<file path="src/rtl/smc_pkg.sv">
// Shared types, widths and the weighted-sum helper for the serial SMC sequencing engine.
package smc_pkg;
    localparam int unsigned N_MOS = 6;
    localparam int unsigned CW    = 3;
    localparam int unsigned FW    = 3;
    localparam int unsigned DW    = 8;
    localparam int unsigned OW    = 10;
    localparam int unsigned VT    = 1;
    localparam int unsigned K     = 3;

    typedef enum logic [1:0] {IDLE, LOAD, CALC, OUT} state_t;

    typedef enum logic [1:0] {
        MODE_LOW_SUM   = 2'b00,
        MODE_LOW_WSUM  = 2'b01,
        MODE_HIGH_SUM  = 2'b10,
        MODE_HIGH_WSUM = 2'b11
    } mode_t;

    typedef struct packed {
        logic [FW-1:0] w;
        logic [FW-1:0] vgs;
        logic [FW-1:0] vds;
    } mos_t;

    // Plain or 3/4/5-weighted sum of three sorted entries
    function automatic logic [OW-1:0] sum3(input logic [DW-1:0] a, input logic [DW-1:0] b,
                                           input logic [DW-1:0] c, input logic weighted);
        if (weighted)
            return OW'(3) * OW'(a) + OW'(4) * OW'(b) + OW'(5) * OW'(c);
        else
            return OW'(a) + OW'(b) + OW'(c);
    endfunction
endpackage

</file>
<file path="src/rtl/smc_seq_engine_if.sv">
// Beat-input / result-output bus of smc_seq_engine; out_err exists only with SMC_SEQ_CHK_EN.
interface smc_seq_engine_if;
    import smc_pkg::*;

    logic          in_valid;
    logic          in_ready;
    logic [1:0]    mode;
    logic [FW-1:0] w;
    logic [FW-1:0] vgs;
    logic [FW-1:0] vds;
    logic          out_valid;
    logic [OW-1:0] out_n;
`ifdef SMC_SEQ_CHK_EN
    logic          out_err;

    modport master (output in_valid, mode, w, vgs, vds,
                    input  in_ready, out_valid, out_n, out_err);
    modport slave  (input  in_valid, mode, w, vgs, vds,
                    output in_ready, out_valid, out_n, out_err);
`else
    modport master (output in_valid, mode, w, vgs, vds,
                    input  in_ready, out_valid, out_n);
    modport slave  (input  in_valid, mode, w, vgs, vds,
                    output in_ready, out_valid, out_n);
`endif
endinterface

</file>
<file path="src/rtl/smc_mos_calc.sv">
// Combinational MOSFET drain current / transconductance calculator (floor division by K).
module smc_mos_calc
    import smc_pkg::*;
(
    input  mos_t          mos,
    output logic [DW-1:0] id,
    output logic [DW-1:0] gm
);
    localparam int unsigned IW = 12;

    logic [IW-1:0] w_x;
    logic [IW-1:0] vgs_x;
    logic [IW-1:0] vds_x;
    logic [IW-1:0] ov;
    logic [IW-1:0] id_num;
    logic [IW-1:0] gm_num;

    always_comb begin
        w_x   = IW'(mos.w);
        vgs_x = IW'(mos.vgs);
        vds_x = IW'(mos.vds);
        // Overdrive clamps at zero below threshold
        ov    = (vgs_x < IW'(VT)) ? '0 : vgs_x - IW'(VT);
        if (ov > vds_x) begin
            id_num = w_x * (IW'(2) * ov * vds_x - vds_x * vds_x);
            gm_num = IW'(2) * w_x * vds_x;
        end else begin
            id_num = w_x * ov * ov;
            gm_num = IW'(2) * w_x * ov;
        end
        id = DW'(id_num / IW'(K));
        gm = DW'(gm_num / IW'(K));
    end
endmodule

</file>
<file path="src/rtl/smc_seq_engine.sv">
// Serial SMC engine: six beats -> per-beat ID/gm -> descending insertion sort -> weighted sum.
// Optional SMC_SEQ_CHK_EN adds a sticky per-frame zero-field flag on out_err.
module smc_seq_engine
    import smc_pkg::*;
(
    input  logic               clk,
    input  logic               rst,
    smc_seq_engine_if.slave    bus
);
    state_t        state_q, state_d;
    logic [CW-1:0] count_q;
    logic [DW-1:0] buf_q   [N_MOS];
    logic [DW-1:0] buf_ins [N_MOS];
    logic [1:0]    mode_q;
    logic          in_ready_q;
    logic          out_valid_q;
    logic [OW-1:0] out_n_q;

    logic             accept;
    logic [1:0]       mode_eff;
    logic [DW-1:0]    id_v;
    logic [DW-1:0]    gm_v;
    logic [DW-1:0]    ins_val;
    logic [N_MOS-1:0] ge;
    logic [OW-1:0]    sum;

    assign accept   = bus.in_valid && in_ready_q;
    // The frame's first beat must use the mode presented with it, not the stale copy
    assign mode_eff = (state_q == IDLE) ? bus.mode : mode_q;
    assign ins_val  = mode_eff[0] ? id_v : gm_v;

    smc_mos_calc u_calc (
        .mos ('{w: bus.w, vgs: bus.vgs, vds: bus.vds}),
        .id  (id_v),
        .gm  (gm_v)
    );

    // Parallel compare/shift: new value lands below all existing entries >= it
    always_comb begin
        for (int i = 0; i < N_MOS; i++)
            ge[i] = (CW'(i) < count_q) && (buf_q[i] >= ins_val);
        buf_ins[0] = ge[0] ? buf_q[0] : ins_val;
        for (int i = 1; i < N_MOS; i++) begin
            if (ge[i])
                buf_ins[i] = buf_q[i];
            else if (ge[i-1])
                buf_ins[i] = ins_val;
            else
                buf_ins[i] = buf_q[i-1];
        end
    end

    always_comb begin
        sum = '0;
        case (mode_t'(mode_q))
            MODE_LOW_SUM:   sum = sum3(buf_q[3], buf_q[4], buf_q[5], 1'b0);
            MODE_LOW_WSUM:  sum = sum3(buf_q[3], buf_q[4], buf_q[5], 1'b1);
            MODE_HIGH_SUM:  sum = sum3(buf_q[0], buf_q[1], buf_q[2], 1'b0);
            MODE_HIGH_WSUM: sum = sum3(buf_q[0], buf_q[1], buf_q[2], 1'b1);
            default:        sum = '0;
        endcase
    end

    always_comb begin
        state_d = state_q;
        case (state_q)
            IDLE:    if (accept) state_d = LOAD;
            LOAD:    if (accept && count_q == CW'(N_MOS - 1)) state_d = CALC;
            CALC:    state_d = OUT;
            OUT:     state_d = IDLE;
            default: state_d = IDLE;
        endcase
    end

    always_ff @(posedge clk or posedge rst) begin
        if (rst)
            state_q <= IDLE;
        else
            state_q <= state_d;
    end

    always_ff @(posedge clk or posedge rst) begin
        if (rst) begin
            count_q     <= '0;
            buf_q       <= '{default: '0};
            mode_q      <= '0;
            in_ready_q  <= 1'b1;
            out_valid_q <= 1'b0;
            out_n_q     <= '0;
        end else begin
            in_ready_q  <= (state_d == IDLE) || (state_d == LOAD);
            out_valid_q <= (state_q == CALC);
            out_n_q     <= (state_q == CALC) ? sum : '0;
            if (accept) begin
                buf_q   <= buf_ins;
                count_q <= count_q + CW'(1);
                if (state_q == IDLE)
                    mode_q <= bus.mode;
            end
            // Stale entries must never leak into the next frame
            if (state_q == OUT) begin
                buf_q   <= '{default: '0};
                count_q <= '0;
            end
        end
    end

    assign bus.in_ready  = in_ready_q;
    assign bus.out_valid = out_valid_q;
    assign bus.out_n     = out_n_q;

`ifdef SMC_SEQ_CHK_EN
    logic err_q;
    logic out_err_q;

    always_ff @(posedge clk or posedge rst) begin
        if (rst) begin
            err_q     <= 1'b0;
            out_err_q <= 1'b0;
        end else begin
            out_err_q <= (state_q == CALC) ? err_q : 1'b0;
            if (accept && (bus.w == '0 || bus.vgs == '0 || bus.vds == '0))
                err_q <= 1'b1;
            if (state_q == OUT)
                err_q <= 1'b0;
        end
    end

    assign bus.out_err = out_err_q;
`endif
endmodule

</file>
<file path="src/flat_wrapper.sv">
// flat-port wrapper written by rule: the top's interface ports become plain ports
module smc_seq_engine_flat import smc_pkg::*;
  (clk, rst, bus_in_valid, bus_mode, bus_w, bus_vgs, bus_vds, bus_in_ready, bus_out_valid, bus_out_n);
  smc_seq_engine_if bus_i ();
  input  logic clk;
  input  logic rst;
  input wire logic [$bits(bus_i.in_valid)-1:0] bus_in_valid;
  input wire logic [$bits(bus_i.mode)-1:0] bus_mode;
  input wire logic [$bits(bus_i.w)-1:0] bus_w;
  input wire logic [$bits(bus_i.vgs)-1:0] bus_vgs;
  input wire logic [$bits(bus_i.vds)-1:0] bus_vds;
  output wire logic [$bits(bus_i.in_ready)-1:0] bus_in_ready;
  output wire logic [$bits(bus_i.out_valid)-1:0] bus_out_valid;
  output wire logic [$bits(bus_i.out_n)-1:0] bus_out_n;
  assign bus_i.in_valid = bus_in_valid;
  assign bus_i.mode = bus_mode;
  assign bus_i.w = bus_w;
  assign bus_i.vgs = bus_vgs;
  assign bus_i.vds = bus_vds;
  assign bus_in_ready = bus_i.in_ready;
  assign bus_out_valid = bus_i.out_valid;
  assign bus_out_n = bus_i.out_n;
  smc_seq_engine u_core (.clk(clk), .rst(rst), .bus(bus_i));
endmodule
</file>
<file path="config.mk">
export PLATFORM = sky130hd
export DESIGN_NAME = smc_seq_engine_flat
export DESIGN_NICKNAME = d
export VERILOG_FILES = /design/src/rtl/smc_pkg.sv /design/src/rtl/smc_seq_engine_if.sv /design/src/rtl/smc_mos_calc.sv /design/src/rtl/smc_seq_engine.sv /design/src/flat_wrapper.sv
export SDC_FILE = /design/constraint.sdc
export NUM_CORES = 1
export LEC_CHECK = 0
export ABC_AREA = 0
export CORE_MARGIN = 2
export CORE_UTILIZATION = 45
export CTS_BUF_LIST = sky130_fd_sc_hd__clkbuf_4 sky130_fd_sc_hd__clkbuf_8 sky130_fd_sc_hd__clkbuf_16
export CTS_CLUSTER_SIZE = 12
export DETAILED_ROUTE_END_ITERATION = 6
export PLACE_DENSITY = 0.64
export RECOVER_POWER = 25
export SKIP_LAST_GASP = 1
export SLEW_MARGIN = 20
export SYNTH_ARGS = -nofsm -noshare
export SYNTH_HDL_FRONTEND = slang
export SYNTH_SLANG_ARGS = --single-unit
</file>
<file path="constraint.sdc">
create_clock -name clk -period 7.7 [get_ports clk]
set_input_delay 1.54 -clock clk [delete_from_list [all_inputs] [get_ports clk]]
set_output_delay 1.54 -clock clk [all_outputs]
set_load 0.02 [all_outputs]
</file>
==> impl_metrics.ini, run 1 <==
[cts]
clock_sinks = 67
clockBufferDepth = 2
htreeDepth = 3
hold_buffers = 0
clk_latency_ns = 0.34
cts_buffers = 9
root_buffer = clkbuf_16
cts_tree = yes
path_clk_slew_ns = 0.06

[critical_path]
cpMostUsedCell = fa_1
critPathCaptureType = register
crit_slowest_cell = fa_1
worstPathRequired_ns = 7.88
arrival_ns = 12.80
max_stage_delay_ns = 0.52
worstPathMaxFanout = 5
criticalPathCategory = input pin to register
critPathLaunchType = input pin

[floorplanning]
die_x_um = 171
fp.dieH_um = 171
coreArea_mm2 = 0.0276
ios = 26
rows = 61
dieArea_mm2 = 0.0293
initial_utilization_pct = 45.5

[timing]
worstMarginPinSlew_ns = 3.76
hold_viol = 0
finalCriticalPeriod_ns = 12.62
finalMaxSlewViolations = 68
finClkSkew_ns = 0.00944
fmax_ghz = 0.0792
rsz0062_at_grt = yes
setup_viol = 48
setup_ws_ns = -4.92
finalCritPeriodShare_pct = 164
maxSlewHeadroom_pct = -151

[detailed_routing]
routedWlPerCell_um = 16.2
drc = 0
routed_wl_um = 35000
met1Wirelength_um = 13800
postRouteAntennaNets = 0
vias = 11635
top_layer = met4
drt-initial-drc-count = 456
dr_wl_met3_um = 1270
via_per_inst = 5.39
wl_met2_um = 18300
first_pass_iters = 5

[yosys]
synthTopCellsByArea = ha_1 (19%), fa_1 (16%), dfrtp_1 (13%)
ys_ff_latch = 67
ys_types = 93
synth.most_common_cell = inv_1
synth-edff-count = 0
synth.avg_cell_area_um2 = 8.40
synth_common_cells = inv_1 (203), ha_1 (195), nand2_1 (152)
syn_inst = 1495
synth_area_leader_cell = ha_1
ys.flop_type = dfrtp_1
syn_area_mm2 = 0.0126
synth_top_area_share_pct = 19.4
synth_warnings = 0
ys_async_sr_fraction_pct = 100
syn_nets = 1805
yosysSeqAreaShare_pct = 13.4

[placement]
gp_congestion = 0.919
dp_cells = 2117
place.port_buffers = 25
preCtsSetupSlack_ns = -5.88
hpwl_um = 27800

[global_route]
grt_max_degree = 68
gr-total-overflow = 0
antenna_found_initial = 0
grt_pass1_vias = 11953
grt_first_pass_wirelength_um = 57900
grt_usage_pct = 24.8

[layout]
num-nets-final = 2087
fillerInstances = 2432
layout-drive-gt1-share_pct = 27.3
finalNonFillerCells = 2160
area_growth_pct = 31.7
n_antenna_cell = 0

[status]
status = complete, but fails checks
violations = capacitance limit, slew limit, setup timing

[worst_hold_path]
hold_class = register to register

[job]
cap_violations = 1
[flip-flops by register name, summed over array words and instances, names as in the netlist]
name,count
u_core.mode_q,2
u_core.bus.out_n,10
u_core.count_q,3
u_core.bus.out_valid,1
u_core.buf_q,48
u_core.state_q,2
u_core.bus.in_ready,1
[logic make-up after synthesis]
| group | share of synthesized area [%] |
|---|---|
| AND/OR/NAND/NOR | 16.4 |
| AO/OA/AOI/OAI | 18.3 |
| adder cells (fa/ha/maj) | 35.5 |
| buffers and inverters | 7.28 |
| XOR/XNOR | 6.13 |
| flip-flops | 13.4 |
| multiplexers | 2.98 |
[stage by stage]
step	utilization (%)	hold WS, ns	TNS [ns]	cell area, um^2
after floorplan	-	0.526	-231.65	12900
after global placement	55.9	0.563	-267.66	15400
after detailed placement	55.9	0.580	-276.32	15400
after CTS	58.7	0.593	-241.02	16200
after global routing	59.9	0.640	-258.67	16600
final	59.9	0.597	-231.61	16600
[cell type report]
type | instances | area [um^2] | share of cell area, %
clock buffer | 10 | 233 | 1.41
clock inverter | 6 | 115 | 0.695
inverter | 205 | 812 | 4.91
multi-input combinational | 1186 | 10700 | 64.8
sequential | 67 | 1680 | 10.1
tap | 378 | 473 | 2.86
timing repair buffer | 306 | 2500 | 15.1
timing repair inverter | 2 | 12.5 | 0.0756
[cell usage in the layout (no fill, tap or decap), types with 25 or more instances in the layout]
master / n
fa_1: 99
a21o_1: 25
a21oi_2: 28
buf_4: 260
dfrtp_1: 66
o21ai_1: 48
a21oi_1: 80
inv_1: 191
nand2b_1: 27
and2_1: 26
xnor2_1: 63
o21ai_0: 25
nor2_1: 93
nand2_1: 148
ha_1: 184
[per-layer routing]
metal	vias up	global-route usage, %
met5	-	0
met4	0	11.2
met3	100	1.90
met2	281	47.1
met1	5586	28.1
li1	5668	-
[what timing repair did]
item / CTS / global route
gates cloned: 3 / 0
pin swaps: 67 / 88
buffers inserted: 18 / 11
resized for setup: 83 / 78
endpoints found under the setup margin: 48 / 48
[final timing paths]
| kind | start | endpoint | slack (ns) | depth (start not counted) |
|---|---|---|---|---|
| worst max-delay path | bus_vgs[1] | u_core.buf_q[42] | -4.92 | 59 |
| worst min-delay path | u_core.mode_q[0] | u_core.mode_q[0] | 0.60 | 1 |
| worst max register to register | u_core.state_q[1] | u_core.buf_q[42] | 1.04 | 34 |
| worst min register to register | u_core.mode_q[0] | u_core.mode_q[0] | 0.60 | 1 |
| max in group asynchronous | rst | u_core.buf_q[5] | 2.45 | 3 |
| min in group asynchronous | rst | u_core.buf_q[27] | 3.11 | 3 |
[critical path: cells and delay by family]
family                     cells  cell delay, ns
and+or+nand+nor               17            2.46
AOI/OAI and AO/OA             17            2.75
buffers and inverters         10            1.04
xor gates and xnor gates       1            0.07
adders and majority gates     12            4.46
muxes                          2            0.48
Power of run 1 is not shown: default switching activity piles up to over one toggle a cycle in this logic, so the estimate is an artifact.
==> run 2: changes to the inputs <==
==> constraint.sdc (replaced) <==
create_clock -name clk -period 7.7 [get_ports clk]
set_input_delay 1.54 -clock clk [delete_from_list [all_inputs] [get_ports clk]]
set_output_delay 1.54 -clock clk [all_outputs]
set_load 0.01 [all_outputs]
==> results of run 2 <==
The final DEF is identical to that of run 1; final timing and power are the same.
Power of run 2 is left out for the same reason.
